`config.mk`:
```
export PLATFORM = sky130hd
export DESIGN_NAME = usb_fs_tx_pkt_buf
export DESIGN_NICKNAME = d
export VERILOG_FILES = /design/src/rtl/usb_fs_pkg.sv /design/src/rtl/usb_fs_pkt_ram.sv /design/src/rtl/usb_fs_tx_pkt_buf.sv
export SDC_FILE = /design/constraint.sdc
export NUM_CORES = 1
export LEC_CHECK = 0
export BUFFER_PORTS_ARGS = -buffer_cell sky130_fd_sc_hd__buf_2
export CORE_ASPECT_RATIO = 1.2
export CORE_MARGIN = 4
export CORE_UTILIZATION = 50
export CTS_CLUSTER_DIAMETER = 100
export DETAILED_ROUTE_END_ITERATION = 16
export HOLD_SLACK_MARGIN = 0.08
export PLACE_DENSITY = 0.66
export SYNTH_ARGS = -nofsm -noshare
export SYNTH_HDL_FRONTEND = slang
export SYNTH_HIERARCHICAL = 1
export SYNTH_SLANG_ARGS = --single-unit
export TNS_END_PERCENT = 20
```
`constraint.sdc`:
```
create_clock -name clk -period 5.05 [get_ports clk]
set_clock_uncertainty 0.05 [all_clocks]
set_input_delay 0.505 -clock clk [delete_from_list [all_inputs] [get_ports clk]]
set_output_delay 0.505 -clock clk [all_outputs]
set_load 0.02 [all_outputs]
```
`src/rtl/usb_fs_pkg.sv`:
```
// usb_fs_pkg: PID codes, IN-endpoint FSM states and a width helper shared by the USB FS transmit path.
package usb_fs_pkg;
  localparam logic [3:0] PID_DATA0 = 4'b0011;
  localparam logic [3:0] PID_DATA1 = 4'b1011;
  localparam logic [3:0] PID_NAK   = 4'b1010;
  localparam logic [3:0] PID_STALL = 4'b1110;
  localparam logic [3:0] PID_ACK   = 4'b0010;
  typedef enum logic [2:0] {FILL, READY, SEND_DATA, WAIT_ACK, SEND_HS} state_t;
  function automatic int clog2(input int v);
    int r;
    r = 0;
    while ((1 << r) < v) r++;
    return r;
  endfunction
endpackage

```
`src/rtl/usb_fs_pkt_ram.sv`:
```
// usb_fs_pkt_ram: single-write, registered-read byte buffer shaped for block RAM inference.
module usb_fs_pkt_ram #(
  parameter int DEPTH = 64,
  parameter int AW = 6
) (
  input  logic          clk,
  input  logic          reset_n,
  input  logic          we,
  input  logic [AW-1:0] waddr,
  input  logic [7:0]    wdata,
  input  logic [AW-1:0] raddr,
  output logic [7:0]    rdata
);
  logic [7:0] mem [DEPTH];
  always_ff @(posedge clk)
    if (we) mem[waddr] <= wdata;
  always_ff @(posedge clk)
    rdata <= !reset_n ? '0 : mem[raddr];
endmodule

```
`src/rtl/usb_fs_tx_pkt_buf.sv`:
```
// usb_fs_tx_pkt_buf: IN-endpoint packet source feeding usb_fs_tx (DATA0/1, NAK, STALL, ACK wait, retransmit).
// Optional USB_FS_TX_PKT_BUF_RETRY_CNT_EN adds a saturating retransmission counter output.
module usb_fs_tx_pkt_buf
  import usb_fs_pkg::*;
#(
  parameter int MAX_PKT = 64,
  parameter int ACK_TIMEOUT = 1024
) (
  input  logic       clk,
  input  logic       reset_n,
  input  logic       wr_en,
  input  logic [7:0] wr_data,
  output logic       wr_full,
  input  logic       commit,
  output logic       busy,
  input  logic       stall,
  input  logic       data_toggle_clr,
  input  logic       in_token,
  input  logic       ack_rcvd,
  output logic       sent_ok,
  output logic       pkt_start,
  output logic [3:0] pid,
  input  logic       pkt_end,
  output logic       tx_data_avail,
  input  logic       tx_data_get,
`ifdef USB_FS_TX_PKT_BUF_RETRY_CNT_EN
  output logic [7:0] retry_cnt,
`endif
  output logic [7:0] tx_data
);
  localparam int AW = clog2(MAX_PKT + 1);
  localparam int IW = clog2(MAX_PKT);
  localparam int TW = clog2(ACK_TIMEOUT) + 1;
  state_t state, ret;
  logic [AW-1:0] len, rd_ptr;
  logic [TW-1:0] cnt;
  logic toggle, resent, we, tok, ack_w, hs, go;
  assign wr_full = len == AW'(MAX_PKT);
  assign tx_data_avail = state == SEND_DATA && rd_ptr != len;
  assign we = wr_en && !wr_full && state == FILL;
  assign tok = in_token && state != SEND_DATA && state != SEND_HS;
  assign ack_w = ack_rcvd && state == WAIT_ACK;
  assign hs = tok && !ack_w && (stall || state == FILL);
  assign go = tok && !ack_w && !stall && state != FILL;
  usb_fs_pkt_ram #(.DEPTH(MAX_PKT), .AW(IW)) u_ram (
    .clk(clk),
    .reset_n(reset_n),
    .we(we),
    .waddr(len[IW-1:0]),
    .wdata(wr_data),
    .raddr(rd_ptr[IW-1:0]),
    .rdata(tx_data)
  );
  always_ff @(posedge clk)
    if (!reset_n) begin
      state <= FILL;
      ret <= FILL;
      len <= '0;
      rd_ptr <= '0;
      cnt <= '0;
      toggle <= 1'b0;
      resent <= 1'b0;
      busy <= 1'b0;
      sent_ok <= 1'b0;
      pkt_start <= 1'b0;
      pid <= '0;
`ifdef USB_FS_TX_PKT_BUF_RETRY_CNT_EN
      retry_cnt <= '0;
`endif
    end else begin
      pkt_start <= hs || go;
      sent_ok <= ack_w;
      toggle <= data_toggle_clr ? 1'b0 : toggle ^ ack_w;
      if (hs || go) pid <= stall ? PID_STALL : state == FILL ? PID_NAK : toggle ? PID_DATA1 : PID_DATA0;
      if (we) len <= len + 1'b1;
      // a handshake sent while committing must come back to READY so the packet is not lost
      if (hs) begin
        ret <= state == FILL && !commit ? FILL : READY;
        state <= SEND_HS;
      end
      if (go) begin
        rd_ptr <= '0;
        resent <= 1'b1;
        state <= SEND_DATA;
      end
      if (state == FILL && commit) begin
        busy <= 1'b1;
        if (!hs) state <= READY;
      end
      if (ack_w) begin
        len <= '0;
        busy <= 1'b0;
        resent <= 1'b0;
        state <= FILL;
      end else if (state == WAIT_ACK && !tok) begin
        if (cnt == '0) state <= READY;
        else cnt <= cnt - 1'b1;
      end
      if (state == SEND_DATA) begin
        if (tx_data_get && tx_data_avail) rd_ptr <= rd_ptr + 1'b1;
        if (pkt_end) begin
          cnt <= TW'(ACK_TIMEOUT - 1);
          state <= WAIT_ACK;
        end
      end
      if (state == SEND_HS && pkt_end) state <= ret;
`ifdef USB_FS_TX_PKT_BUF_RETRY_CNT_EN
      if (ack_w) retry_cnt <= '0;
      else if (go && resent && retry_cnt != 8'hff) retry_cnt <= retry_cnt + 1'b1;
`endif
    end
endmodule

```
==> key figures, run 1 <==
Placed design
  • DP Wirelength: 31520 µm
  • Count of input and output buffers: 34
  • Placer Congestion: 0.8421

Routing
  • Detailed-route DRC error count: 0
  • DR WL/cell: between 20 and 30 µm
  • Routed vias/inst: 6.304
  • Final WL: 51260 µm
  • Initial drt markers: 1455
  • Antenna-violating nets left: 0
  • DR pass1 iterations: 5
  • Total vias in the final route: 11450

Synth
  • Top cells by area, synth: edfxtp_1, mux4_2, dfxtp_1, nor2_1, o22ai_1
  • Synth area leader: edfxtp_1
  • Simple-Gate Fraction of Synth Area: approximately 5.8%
  • Post-synthesis compound-gate area fraction: 3.879%
  • Largest family of logic cells by synthesized area: multiplexers
  • Syn_area_per_cell: between 15 and 20 µm²
  • Yosys reg bits: 557
  • Post-synthesis xor/xnor area fraction: less than 1%
  • Synth Cell Area: around 22000 µm²
  • Sequential area share after synthesis: about 74%
  • Number of synthesized flops with an enable pin: 512
  • Synth cell types: 73
  • Mux contribution to synthesized area: 13.80%
  • Syn Nets: 1191
  • Synth Flop Type: edfxtp_1
  • Synth warn: 6
  • FFs w/ async S/R, synth: 0%
  • Post-Synth Adder-Cell Area: 0.2268%
  • Share of Yosys cell area claimed by the top area cell type: 69.69%
  • Post-Syn Instances: 1169

Power
  • Power per cell area: 373.0 nW/µm²
  • Max IR drop VDD: 239.9 µV
  • Sequential Power Share: 55.9%
  • Clock power frac: 41.2%
  • Gate power share: 2.9%
  • Sw Ratio: 20.24%
  • Leakage Power: ~7.4 nW
  • NetSw: between 1.5 and 2 mW
  • Pint: 7.255 mW

Worst setup path
  • Critical Path Max Stage Delay: 0.75 ns
  • Top delay family on crit path: simple AND/OR/NAND/NOR gates
  • CP bufs+invs: 1
  • Crit. End Element: register
  • Startpoint types: register
  • Crit path cell chain: inv_1 > ha_1 > or4b_1 > o211a_1 > nor2b_1 > nand3_1 > nor2_1
  • Cell with the largest stage delay on the worst path: nor2_1
  • Worst endpoint data arrival time: 3.67 ns
  • Crit-path max FO: 15
  • Worst path required time: approximately 5.2 ns
  • Crit path depth: 7
  • R2R depth: 7
  • Setup CP Type: reg -> reg

Global routing
  • GRT Overall Usage: 21.84%
  • Grt total ovfl: 0
  • Vias in the first global route: 11250
  • First-pass GRT wire length: 76100 µm
  • Initial antenna violation count: 1
  • Largest net degree at the start of global routing: 65

Floorplan
  • Boundary Pins: 35
  • Chip height: approximately 240 µm
  • Row Count: 84
  • Die Wd: 199.8 µm
  • Starting density of the core: 50.46%
  • Core area: roughly 44000 µm²
  • Die Area: between 40000 and 50000 µm²

Clock network
  • Clk root buf: clkbuf_16
  • H-tree levels: 2
  • Clk sink count: 557
  • CTS tree: done
  • Num CTS Buffers: 51
  • Clk_lat worst skew: 0.59 ns
  • Clock slew at reported path FFs: 0.06 ns
  • PostCTS Resize Cnt: 0
  • Bufs on Longest Clock Path: 3

Finish
  • N_diodes: 0
  • Nets: 1237
  • Syn-to-layout area delta: 10.53%
  • Layout cell share with drive strength beyond 1: ~22%

Timing
  • Fin crit period: 3.519 ns
  • Worst Tran Pin Value: roughly 1.2 ns
  • RSZ-0062 raised after global routing: no
  • Final setup fails: 0
  • Final period utilization: between 60 and 70%
  • Fmax: 284.2 MHz
  • Final TNS setup: 0 ns
  • Fin. Hold Viols: 0
  • Hold Slack: 0.1901 ns
  • Slew Viols, Final: 0
  • Slew Limit Headroom: 19.49%

Hold path
  • Hold WC Path Type: in -> reg
  • Hold depth: 3

Flow run
  • MaxCap Viol Count: 0

Status
  • Outcome: completed
[state kept, by name (all words and copies together) (netlist names), 3 cells and up]
signal	flops
cnt	11
len	7
pid	4
rd_ptr	7
state	3
u_ram/mem	512
u_ram/rdata	8
[layout make-up]
type,instances,area [µm²]
Fill cell,3293,19340
Sequential cell,557,16290
Tap cell,559,699.4
Inverter,11,41.29
Clock buffer,70,1419
Timing Repair Buffer,55,367.9
Clock inverter,25,211.5
Multi-Input combinational cell,539,5359
[per-layer routing]
layer  share of wire (%)  global-route usage (%)  up-vias
met5                   0                       0        -
met4                 3.6                   6.877        0
met3                 8.1                   3.855      114
met2                  49                   35.22      544
met1                  39                   30.89     5911
li1                    -                       -     4879
[cells in the mapped netlist, drive strengths merged, types with 3 or more instances]
master / n
nor3: 8
buf: 39
nor2b: 12
xnor2: 11
nand3b: 3
mux2: 7
o22ai: 27
edfxtp: 512
a31oi: 9
nand3: 26
dfxtp: 45
a22oi: 3
ha: 4
or3b: 5
a211oi: 8
nand2: 43
or2: 4
o21ai: 18
clkbuf: 23
o221ai: 8
inv: 11
nor2: 95
xor2: 5
and2b: 3
o211ai: 3
o2111ai: 4
or3: 10
nand4: 9
nand2b: 11
nor4: 7
o311ai: 4
mux2i: 15
mux4: 124
a21oi: 18
and2: 3
or4: 4
[power groups by stage]
stage               Combinational, mW  Clock [mW]  Sequential (mW)
global route                    0.286        4.01             5.09
global placement                0.262           0             5.18
detailed placement              0.266           0             5.18
CTS                             0.267        3.82             5.09
finish                          0.265        3.74             5.09
floorplan                       0.114           0             5.19
[timing repair]
item | CTS | global route
endpoints found under the hold margin | 1 | 0
hold buffers | 1 | 0
buffers inserted | 0 | 0
[metrics by stage]
| step | utilization [%] | instance area [µm²] | worst slack (ns) | cells | power, mW |
|---|---|---|---|---|---|
| 3_3_place_gp | 52.02 | 22740 | 1.711 | 1720 | 5.446 |
| 3_5_place_dp | 52.02 | 22740 | 1.581 | 1720 | 5.451 |
| 5_1_grt | 55.77 | 24380 | 1.177 | 1816 | 9.382 |
| 2_1_floorplan | - | 22060 | 2.293 | 1169 | 5.300 |
| 6_report | 55.77 | 24380 | 1.531 | 1816 | 9.096 |
| 4_1_cts | 55.77 | 24380 | 1.571 | 1816 | 9.169 |
[final timing paths]
kind | startpoint | endpoint | slack [ns]
worst min-delay path | commit | ret[0] | 0.19
worst max register to register | len[1] | u_ram/mem[30][1] | 1.53
worst max-delay path | len[1] | u_ram/mem[30][1] | 1.53
worst min register to register | pid[2] | pid[2] | 0.41
[worst reg2reg max path, cell delays in order (launching register included)]
cell,delay (ns)
dfxtp_1,0.61
inv_1,0.12
ha_1,0.20
or4b_1,0.17
o211a_1,0.35
nor2b_1,0.28
nand3_1,0.60
nor2_1,0.76
[cell families (layout without fill, tap and decap cells)]
family / count (synthesis) / in the layout
xor gates and xnor gates: 16 / 16
DFF: 557 / 557
and+or+nand+nor: 252 / 252
buffers and inverters: 73 / 161
AOI/OAI and AO/OA: 121 / 121
muxes: 146 / 146
adders and majority gates: 4 / 4
[cells in the final DEF (no fill, tap or decap), drive strengths merged, types with 20 or more instances in the layout]
cell and n:
o22ai 27, clkinv 20, buf 54, clkbuf 70
nor2 95, edfxtp 512, mux4 124, dfxtp 45
nand2 43, nand3 26
No activity file was read; power rests on OpenSTA's default activity.
==> inputs of run 2 (changes only) <==
- ABC_AREA: unset -> 1
- PLACE_DENSITY: 0.66 -> 0.68
- clock period: 5.05 -> 2.9 ns (I/O delays scaled with it)
==> key figures, run 2 <==
Synth
  • Synth Cell Area: 23390 µm²
  • Syn Nets: ~2200
  • Synth warn: 6
  • Synth Flop Type: edfxtp_1
  • Top cells by area, synth: edfxtp_1, nand2_1, nand3_1, dfxtp_1, nor2_1
  • FFs w/ async S/R, synth: 0%
  • Synth cell types: 34
  • Number of synthesized flops with an enable pin: about 500
  • Post-Syn Instances: between 2000 and 2500
  • Top-count cell post-synth: nand2_1
  • Sequential area share after synthesis: 69.59%
  • Share of Yosys cell area claimed by the top area cell type: 65.74%
  • Syn_area_per_cell: 10.96 µm²
  • Synth area leader: edfxtp_1
  • Synth top cells by count: nand2_1, edfxtp_1, nand3_1
  • Yosys reg bits: around 560

Finish
  • Area of the multi-input gates: 6072 µm²
  • Most frequent cells in the layout: nand2_1, edfxtp_1, nand3_1, nor2_1, inv_1
  • Most common cell after layout, fill and taps aside: nand2_1
  • Nets: 2200
  • Post-layout util: 56.58%
  • Fill count: between 3000 and 4000
  • Biggest register: u_ram/mem
  • Final cell count without fillers: 2836
  • Syn-to-layout area delta: 11.41%
  • Max reg flops: just over 500
  • Biggest regs: u_ram/mem x512, cnt x11, u_ram/rdata x8
  • N_diodes: 0
  • Layout cell share with drive strength beyond 1: under 10%
  • FF/Latch Area: about 16000 µm²

Routing
  • DR pass1 iterations: 8
  • Total vias in the final route: between 15000 and 20000
  • DR WL/cell: around 21 µm
  • Initial drt markers: between 1000 and 1500
  • Final WL: 58440 µm
  • Antenna-violating nets left: 0
  • Routed vias/inst: ~5.6
  • Detailed-route DRC error count: 0

Floorplan
  • Die Area: 50310 µm²
  • Chip height: 244.9 µm
  • Starting density of the core: between 50% and 60%
  • Core area: 46050 µm²
  • Boundary Pins: 35
  • Die Wd: approximately 210 µm
  • Row Count: 86

Timing
  • Hold Slack: 0.1468 ns
  • Final TNS setup: 0 ns
  • RSZ-0062 raised after global routing: no
  • Fin crit period: 2.672 ns
  • Final period utilization: 92.15%
  • Fin. Hold Viols: 0
  • Slew Limit Headroom: 41.56%
  • Slew Viols, Final: 0
  • Worst Tran Pin Value: just under 0.9 ns
  • Fmax: 374.2 MHz
  • Final setup fails: 0

Clock network
  • Clk sink count: 557
  • Num CTS Buffers: 51
  • Clk_lat worst skew: 0.58 ns
  • Clk root buf: clkbuf_16
  • CTS tree: done
  • Bufs on Longest Clock Path: 3
  • Clock slew at reported path FFs: 0.06 ns
  • PostCTS Resize Cnt: 0
  • H-tree levels: 2

Worst setup path
  • Worst endpoint data arrival time: 2.83 ns
  • Startpoint types: register
  • Worst path required time: ~3 ns
  • Setup CP Type: reg -> reg
  • Crit-path max FO: 12
  • Crit. End Element: register

Power
  • Max IR drop VDD: roughly 460 µV
  • Leakage Power: 9.523 nW
  • Power per cell area: 641.1 nW/µm²

Global routing
  • Largest net degree at the start of global routing: 134
  • Grt total ovfl: 0
  • GRT Overall Usage: roughly 23%
  • First-pass GRT wire length: 89170 µm
  • Initial antenna violation count: 1
  • Vias in the first global route: 15670

Hold path
  • Hold WC Path Type: in -> reg

Flow run
  • MaxCap Viol Count: 0

Status
  • Outcome: completed

Placed design
  • Placer Congestion: 0.8558
  • Count of input and output buffers: 34
  • DP Wirelength: 35160 µm
  • Dpl cells: 2731
[run 2: worst paths after layout]
path | slack (ns) | cells past startpoint | endpoint | startpoint
max reg2reg | 0.23 | 8 | u_ram/mem[56][0] | state[0]
max | 0.23 | 8 | u_ram/mem[56][0] | state[0]
min reg2reg | 0.42 | 2 | cnt[10] | cnt[10]
min | 0.15 | 5 | len[1] | wr_en
[run 2: routing by layer]
metal | GRT usage (%) | up-vias | share of wire (%)
li1 | - | 7481 | -
met1 | 30.43 | 7694 | 39
met2 | 38.67 | 695 | 49
met3 | 3.700 | 149 | 7.4
met4 | 9.007 | 0 | 4.1
met5 | 0 | - | 0
[run 2: what timing repair did]
item | 4_1_cts | 5_1_grt
hold buffers | 9 | 0
hold endpoints to repair | 22 | 0
setup endpoints to repair | 0 | 10
setup buffers | 0 | 1
[run 2: metrics by stage]
| step | worst slack, ns | power [mW] | cell area, µm² |
|---|---|---|---|
| 2_1_floorplan | 0.09387 | 9.683 | 23390 |
| 3_3_place_gp | 0.2902 | 10.12 | 24260 |
| 3_5_place_dp | 0.2162 | 10.14 | 24260 |
| 4_1_cts | 0.2172 | 16.80 | 26050 |
| 5_1_grt | 0.002954 | 17.30 | 26060 |
| 6_report | 0.2276 | 16.71 | 26060 |
[run 2: final cells by class]
class / instances / share of cell area (%)
clock buffers: 71 / 5.580
clock inverters: 24 / 0.9268
inverters: 68 / 1.008
multi-input cells: 1386 / 23.30
flip-flops and latches: 557 / 62.50
well taps: 616 / 2.958
repair buffers: 114 / 3.726
[run 2: power by group]
part / total [mW] / internal, mW / switching [mW]
sequential: 8.91 / 8.85 / 0.0524
clock: 6.72 / 3.87 / 2.85
combinational: 1.08 / 0.279 / 0.800
total: 16.7 / 13.0 / 3.70
[run 2: critical path: stages (launching register included)]
cell and delay [ns]:
dfxtp_1 0.33, nor2_1 0.21, nand2_1 0.17, nor2_1 0.16, nand2_2 0.14, inv_1 0.31, nand4_1 0.13, buf_4 0.22
nor2_1 0.57
[run 2: cells by family after synthesis]
group	share of synthesized area [%]
AO/OA/AOI/OAI	0.8346
XOR/XNOR	0.2247
flip-flops	69.59
adder cells (fa/ha/maj)	0.2140
AND/OR/NAND/NOR	24.69
buffers and inverters	4.446
==> inputs of run 3 (changes only) <==
- SYNTH_HIERARCHICAL: 1 -> unset
==> key figures, run 3 <==
Status
  • Outcome: completed

Finish
  • Most common cell after layout, fill and taps aside: nand2_1
  • Most frequent cells in the layout: nand2_1, edfxtp_1, inv_1, nand3_1, nor2_1
  • Biggest register: u_ram.mem
  • Layout cell share with drive strength beyond 1: 9.416%
  • Final cell count without fillers: 3232
  • Nets: 2581
  • Biggest regs: u_ram.mem x512, cnt x11, u_ram.rdata x8
  • Syn-to-layout area delta: 11.72%
  • N_diodes: 0
  • Fill count: approximately 4100
  • Max reg flops: 512

Floorplan
  • Chip height: 250.5 µm
  • Starting density of the core: between 50% and 60%
  • Die Area: 52640 µm²
  • Die Wd: ~210 µm
  • Row Count: 88
  • Core area: 48340 µm²
  • Boundary Pins: 35

Clock network
  • Clock slew at reported path FFs: 0.07 ns
  • CTS tree: done
  • Clk_lat worst skew: 0.59 ns
  • Hold-fix buffers at CTS: 11
  • Num CTS Buffers: 52
  • Clk root buf: clkbuf_16
  • Clk sink count: 557
  • Post-CTS Setup Bufs: 0
  • Bufs on Longest Clock Path: 3
  • H-tree levels: 2
  • PostCTS Resize Cnt: 0

Global routing
  • Largest net degree at the start of global routing: 141
  • Initial antenna violation count: 0
  • Grt total ovfl: 0
  • GRT Overall Usage: 23.17%
  • Vias in the first global route: about 17000
  • First-pass GRT wire length: 94990 µm

Timing
  • Slew Viols, Final: 0
  • Final period utilization: 90.34%
  • Worst Tran Pin Value: 0.9523 ns
  • Fin. Hold Viols: 0
  • Final setup fails: 0
  • Final TNS setup: 0 ns
  • Slew Limit Headroom: 36.52%
  • Fmax: ~380 MHz
  • Fin crit period: 2.620 ns
  • RSZ-0062 raised after global routing: no

Routing
  • Total vias in the final route: 17150
  • Detailed-route DRC error count: 0
  • Initial drt markers: approximately 1800
  • Final WL: a little over 60000 µm
  • DR WL/cell: ~19 µm
  • DR pass1 iterations: 6
  • Routed vias/inst: 5.307
  • Antenna-violating nets left: 0

Hold path
  • Hold WC Path Type: in -> reg

Placed design
  • DP Wirelength: 39070 µm
  • Placer Congestion: 0.9357
  • Count of input and output buffers: 34
  • Dpl cells: 3124

Synth
  • Synth Cell Area: 24510 µm²
  • Synth Flop Type: edfxtp_1
  • Syn Nets: 2504
  • Top cells by area, synth: edfxtp_1, nand2_1, inv_1, nand3_1, dfxtp_1
  • Share of Yosys cell area claimed by the top area cell type: 62.73%
  • FFs w/ async S/R, synth: 0%
  • Synth top cells by count: nand2_1, edfxtp_1, inv_1
  • Synth area leader: edfxtp_1
  • Yosys reg bits: 557
  • Synth cell types: 39
  • Synth warn: 0
  • Top-count cell post-synth: nand2_1
  • Number of synthesized flops with an enable pin: 512
  • Sequential area share after synthesis: 66.40%
  • Post-Syn Instances: 2482
  • Syn_area_per_cell: around 9.9 µm²

Worst setup path
  • Worst path required time: 2.56 ns
  • Setup CP Type: reg -> out
  • Crit. End Element: output port
  • Crit-path max FO: 140
  • Worst endpoint data arrival time: 2.28 ns
  • Startpoint types: register

Power
  • Leakage Power: roughly 11 nW
  • Max IR drop VDD: 441.1 µV
  • Power per cell area: 618.3 nW/µm²

Flow run
  • MaxCap Viol Count: 0
[run 3: cell count changes in the layout (fill, tap and decap cells not counted), moves of 9 or more]
cell and change:
o21ai_1 +9, nand3_1 -200, nand4_1 -24, clkinv_1 +11, a21oi_1 +24, inv_1 +287
nor2_1 +100, or2_2 +12, nand2_1 +90, buf_4 +19, o21ai_0 +46
[run 3: critical path, stage by stage, from the launching register on]
cell	delay, ns
dfxtp_4	0.37
buf_12	0.47
xor2_1	0.14
nor2_1	0.17
nand4_2	0.16
and2_1	0.19
buf_2	0.16
[run 3: cell type report]
type | instances | area, µm² | area share [%]
well taps | 630 | 788.3 | 2.879
inverters | 364 | 1376 | 5.026
multi-input cells | 1451 | 6165 | 22.51
clock inverters | 31 | 245.2 | 0.8956
clock buffers | 66 | 1446 | 5.282
repair buffers | 133 | 1079 | 3.939
flip-flops and latches | 557 | 16280 | 59.47
[run 3: power breakdown]
part / total [mW] / internal [mW] / switching [mW]
Combinational: 1.28 / 0.341 / 0.940
Clock: 6.72 / 3.80 / 2.92
Sequential: 8.93 / 8.87 / 0.0581
[run 3: per-stage QoR]
stage          total power [mW]  worst slack (ns)  instance area [µm²]  hold WS (ns)  utilization (%)
2_1_floorplan             9.837            0.4945                24510        0.3389                -
3_3_place_gp              10.33            0.4474                25580        0.4083            52.92
3_5_place_dp              10.35            0.3315                25580        0.4098            52.92
4_1_cts                   17.03            0.2423                27380        0.1041            56.65
5_1_grt                   17.52           0.06339                27380        0.1399            56.65
6_report                  16.93            0.2803                27380        0.1432            56.65
[run 3: cells by family (layout without fill, tap and decap cells)]
family / count (synthesis) / in the layout / synth area share (%)
compound gates: 116 / 116 / 2.491
fa+ha+maj: 4 / 4 / 0.2042
xor+xnor: 10 / 10 / 0.3573
simple gates: 1321 / 1321 / 22.09
buf+inv: 474 / 594 / 8.458
flops: 557 / 557 / 66.40
[run 3: path summary, 6_finish.rpt]
| kind | end | from | slack (ns) | cells after the start |
|---|---|---|---|---|
| worst max-delay path | tx_data_avail | rd_ptr[1] | 0.28 | 6 |
| worst min-delay path | len[1] | wr_en | 0.14 | 5 |
| worst max register to register | u_ram.mem[35][2] | len[0] | 0.28 | 11 |
| worst min register to register | pid[1] | pid[1] | 0.42 | 2 |
[run 3: metal layers]
metal	wire length (µm)	global-route usage, %	up-vias	part of all wire (%)
li1	-	-	8145	-
met5	0	0	-	0
met2	29920	38.91	739	48
met4	2760	9.717	0	4.5
met1	24920	30.73	8106	40
met3	4147	2.706	161	6.7
